--- src/rtl/lut_replicator.sv ---
// lut_replicator: run-time loadable truth table (2^IN_W words of OUT_N bits)
// evaluated over a valid/ready stream with a one-cycle registered lookup and a
// saturating count of accepted vectors.
module lut_replicator #(
  parameter int IN_W  = 4,
  parameter int OUT_N = 3,
  parameter int CNT_W = 8
) (
  input  logic             clk,
  input  logic             rst_n,
  input  logic             cfg_start,
  input  logic             cfg_valid,
  input  logic [OUT_N-1:0] cfg_data,
  output logic             cfg_done,
  input  logic             in_valid,
  output logic             in_ready,
  input  logic [IN_W-1:0]  in_vec,
  output logic             out_valid,
  input  logic             out_ready,
  output logic [OUT_N-1:0] out_res,
  output logic [CNT_W-1:0] eval_cnt,
  output logic             busy_load
);

  localparam int unsigned DEPTH = 1 << IN_W;

  typedef enum logic [1:0] {
    S_EMPTY = 2'd0,
    S_LOAD  = 2'd1,
    S_RUN   = 2'd2
  } state_t;

  state_t           r_state;
  state_t           w_state_nxt;
  logic [IN_W-1:0]  r_addr;
  logic [OUT_N-1:0] r_table [DEPTH];
  logic [OUT_N-1:0] r_out_res;
  logic             r_out_valid;
  logic             r_cfg_done;
  logic [CNT_W-1:0] r_eval_cnt;

  logic             w_wr_en;
  logic             w_last_wr;
  logic             w_addr_clr;
  logic             w_in_ready;
  logic             w_accept;

  // State register.
  always_ff @(posedge clk or negedge rst_n) begin
    if (!rst_n) begin
      r_state <= S_EMPTY;
    end else begin
      r_state <= w_state_nxt;
    end
  end

  // Next-state decode and load-path controls; cfg_start in LOAD beats cfg_valid.
  always_comb begin
    w_state_nxt = r_state;
    w_wr_en     = 1'b0;
    w_last_wr   = 1'b0;
    w_addr_clr  = 1'b0;
    case (r_state)
      S_EMPTY: begin
        if (cfg_start) begin
          w_state_nxt = S_LOAD;
          w_addr_clr  = 1'b1;
        end
      end
      S_LOAD: begin
        if (cfg_start) begin
          w_addr_clr = 1'b1;
        end else if (cfg_valid) begin
          w_wr_en = 1'b1;
          if (&r_addr) begin
            w_last_wr   = 1'b1;
            w_state_nxt = S_RUN;
          end
        end
      end
      S_RUN: begin
        if (cfg_start) begin
          w_state_nxt = S_LOAD;
          w_addr_clr  = 1'b1;
        end
      end
      default: begin
        w_state_nxt = S_EMPTY;
      end
    endcase
  end

  // Load address: cleared on (re)start and after the final word, else advances per write.
  always_ff @(posedge clk or negedge rst_n) begin
    if (!rst_n) begin
      r_addr <= '0;
    end else if (w_addr_clr || w_last_wr) begin
      r_addr <= '0;
    end else if (w_wr_en) begin
      r_addr <= r_addr + IN_W'(1);
    end
  end

  // Truth-table storage; words survive a restarted load until overwritten.
  always_ff @(posedge clk or negedge rst_n) begin
    if (!rst_n) begin
      for (int unsigned i = 0; i < DEPTH; i++) begin
        r_table[i] <= '0;
      end
    end else if (w_wr_en) begin
      r_table[r_addr] <= cfg_data;
    end
  end

  // Load-complete pulse, one cycle after the last word is written.
  always_ff @(posedge clk or negedge rst_n) begin
    if (!rst_n) begin
      r_cfg_done <= 1'b0;
    end else begin
      r_cfg_done <= w_last_wr;
    end
  end

  // Input handshake: accept only in RUN with the output slot free or draining.
  always_comb begin
    w_in_ready = (r_state == S_RUN) && (!r_out_valid || out_ready);
    w_accept   = in_valid && w_in_ready;
  end

  // Output register: lookup on accept, hold under backpressure, drop when consumed.
  always_ff @(posedge clk or negedge rst_n) begin
    if (!rst_n) begin
      r_out_res   <= '0;
      r_out_valid <= 1'b0;
    end else if (w_accept) begin
      r_out_res   <= r_table[in_vec];
      r_out_valid <= 1'b1;
    end else if (out_ready) begin
      r_out_valid <= 1'b0;
    end
  end

  // Saturating evaluation counter, cleared only by reset.
  always_ff @(posedge clk or negedge rst_n) begin
    if (!rst_n) begin
      r_eval_cnt <= '0;
    end else if (w_accept && (r_eval_cnt != '1)) begin
      r_eval_cnt <= r_eval_cnt + CNT_W'(1);
    end
  end

  assign cfg_done  = r_cfg_done;
  assign in_ready  = w_in_ready;
  assign out_valid = r_out_valid;
  assign out_res   = r_out_res;
  assign eval_cnt  = r_eval_cnt;
  assign busy_load = (r_state == S_LOAD);

endmodule

--- config.mk ---
export PLATFORM = sky130hd
export DESIGN_NAME = lut_replicator
export DESIGN_NICKNAME = d
export VERILOG_FILES = /design/src/rtl/lut_replicator.sv
export SDC_FILE = /design/constraint.sdc
export NUM_CORES = 1
export LEC_CHECK = 0
export CORE_MARGIN = 8
export CORE_UTILIZATION = 30
export CTS_CLUSTER_SIZE = 20
export DETAILED_ROUTE_END_ITERATION = 7
export MAX_ROUTING_LAYER = met4
export PLACE_DENSITY_LB_ADDON = 0.12
export SLEW_MARGIN = 30
export SYNTH_ARGS = -nofsm -noshare
export SYNTH_HDL_FRONTEND = slang
export SYNTH_SLANG_ARGS = --single-unit
--- constraint.sdc ---
create_clock -name clk -period 3.93 [get_ports clk]
set_clock_uncertainty 0.15 [all_clocks]
set_input_delay 0.393 -clock clk [delete_from_list [all_inputs] [get_ports clk]]
set_output_delay 0.393 -clock clk [all_outputs]
set_load 0.05 [all_outputs]
==> results.ini <==
[critical_path]
crit_end = in_ready
crit_path_max_fanout = 6
ff2ff_setup_slack_ns = 2.11
critPathArrivalTime_ns = 2.05
crit_required_ns = 3.39
startpoint = r_state[0]
slowest_stage = clkdlybuf4s50_1
cp-end-kind = primary output
path_cells = and2b_2 > and2_1 > clkdlybuf4s50_1
r2r_end = r_table[22]
r2r-start = r_addr[3]
criticalPathCategory = register to primary output
critical_path.max_stage_delay_ns = 0.80
cp-start-kind = register
rr_worst_depth = 3

[synth]
synth_seq_area_share = 0.518
synth_top_flop_cell = dfrtp_1
netlist_area_um2 = 3240
syn_avg_cell_area_um2 = 13.9
synth_top_family_by_area = multiplexers
synth-edff-count = 0
synth-xor-area-share = 0.0271
yosysTopAreaCell = dfrtp_1
post-synth-top-area-fraction = 0.518
synth_cells = 233
synth_area_leaders = dfrtp_1, mux2_2, mux4_2
ys_async_sr_fraction = 1.00
ys_warn_count = 0
ys_ff_latch = 67
synthDistinctLibCells = 39
synthAdderAreaFrac = 0.0193
synth_fp_nets = 251
synthSimpleGateAreaFrac = 0.101
muxShareOfSynthArea = 0.288
synth_compound_area_frac = 0.0189

[hold_path]
hold_depth = 2
min-delay-start = out_res[2]
hp-class = register to register

[clock_network]
root_buffer = clkbuf_8
cts_tree = built
clockBufferDepth = 2
htreeDepth = 3
worstSkewPairLatency_ns = 0.35
path_clk_slew_ns = 0.08
ctsResizeCount = 0
numCtsBuffers = 9
cts_sinks = 67
post_cts_buffers = 0

[power_and_ir_drop]
power.internal_uw = 1200
seqPwrFrac = 0.474
p_leak_uw = 0.00182
p_switching_uw = 350
p_total_uw = 1550
p_per_area_nw_per_um2 = 400
comb_power_share = 0.072
power_frac_clock = 0.454
ir_drop_uv = 178
p_sw_frac = 0.226

[sta]
min_period_ns = 2.60
rsz0062_at_grt = false
fin_setup_tns_ns = 0
setup_viol = 0
tightest_slew_ns = 0.663
holdWs_ns = 0.338
max_freq_ghz = 0.385
report.final.slew_viol_count = 0
period_share = 0.660
slew_headroom = 0.557
final_hold_viol_count = 0

[finish]
drive_gt1_frac = 0.349
final_cell_mix = dfrtp_1, mux2_2, clkdlybuf4s50_1
fin_nets = 282
antenna_cells = 0
area_growth_pct = 20.0
layout_commonest_cell = dfrtp_1

[floorplanning]
start_util = 0.302
io_pins = 28
die_height_um = 120
num_rows = 38
fp.coreArea_um2 = 10700
die_width_um = 120
die_area_um2 = 14400

[grt]
grt_antenna_before_repair = 0
grt_max_degree = 46
grt_pass1_vias = 2071
grt_use_total = 0.110
grt_pass1_wl_mm = 11.8
grt-ovfl-total = 0

[detailed_routing]
wl_per_cell_um = 17.3
drt_iter0_drc = 67
post-route-drc-count = 0
drt_pre_antenna_iters = 4
num_vias = 1916
antenna_left = 0
viasPerCell = 4.68
wl_mm = 7.08

[status]
status = completed

[placed_design]
portBuffers = 27
dp_hpwl_mm = 4.99
routabilityCongestion = 0.687

[job]
drv_cap = 0

synthesized netlist by cell type (all sizes together), types with 2 or more instances:
cell	count
dfrtp	67
inv	8
nor3	2
a21oi	2
clkbuf	4
buf	6
o21ai	3
nand3	7
nor4	2
nor2	9
mux2	52
and2b	2
ha	5
mux4	12
xor2	5
mux2i	6
and3	2
xnor2	5
nand2	19
nand4	2
and2	5
layout make-up:
cell class              instances  area [um^2]
fillers                      1054         6820
flip-flops and latches         67         1680
multi-input cells             148         1470
repair buffers                 30          290
well taps                     140          175
clock buffers                  10          128
clock inverters                 6          114
inverters                       8         30.0
sequential cells by signal, summed over array words and instances (netlist names):
| signal | count |
|---|---|
| r_table | 48 |
| eval_cnt | 8 |
| out_valid | 1 |
| r_addr | 4 |
| cfg_done | 1 |
| r_state | 2 |
| out_res | 3 |
worst max-delay path, delay by kind of cell, from the launching register on:
family | cells | cell delay (ns)
DFF | 1 | 0.43
buffers and inverters | 1 | 0.80
and+or+nand+nor | 2 | 0.47
what timing repair did:
action,CTS,global route
hold buffers,1,0
endpoints found under the hold margin,22,0
endpoints found under the setup margin,0,0
per-stage QoR:
stage,area [um^2],cells,utilization,worst slack (ns)
final,3880,409,0.363,1.33
after detailed placement,3630,392,0.339,1.26
after global routing,3880,409,0.363,1.25
after global placement,3630,392,0.339,1.25
after CTS,3880,409,0.363,1.30
after floorplan,3240,233,-,1.94
layer usage:
metal  vias to the layer above  part of all wire  global-route usage  routed length [um]
met1                       971              0.52               0.146                3670
met5                         -                 0                   -                   0
li1                        896                 -                   -                   -
met2                        36              0.43               0.157                3020
met3                        13             0.034              0.0216                 243
met4                         0             0.020              0.0585                 144
power by group through the flow:
stage / clock network (uW) / logic [uW] / registers, uW
detailed placement: 0 / 114 / 748
finish: 704 / 111 / 735
floorplan: 0 / 72.9 / 741
global route: 747 / 125 / 739
CTS: 722 / 115 / 735
global placement: 0 / 113 / 749
kinds of logic (layout without fill, tap and decap cells):
kind of cell | Yosys count | after routing
AOI/OAI and AO/OA | 9 | 9
xor gates and xnor gates | 10 | 10
adders and majority gates | 5 | 5
buffers and inverters | 18 | 54
DFF | 67 | 67
muxes | 70 | 70
and+or+nand+nor | 54 | 54
how the worst min path moves through the flow:
stage / slack [ns] / endpoint
final: 0.34 / out_res[2]
after global routing: 0.37 / r_table[13]
after CTS: 0.35 / out_res[2]
after detailed placement: 0.26 / eval_cnt[2]
after global placement: 0.26 / eval_cnt[2]
after floorplan: -0.05 / cfg_done
Note: power is estimated with default switching activity, not from simulation.
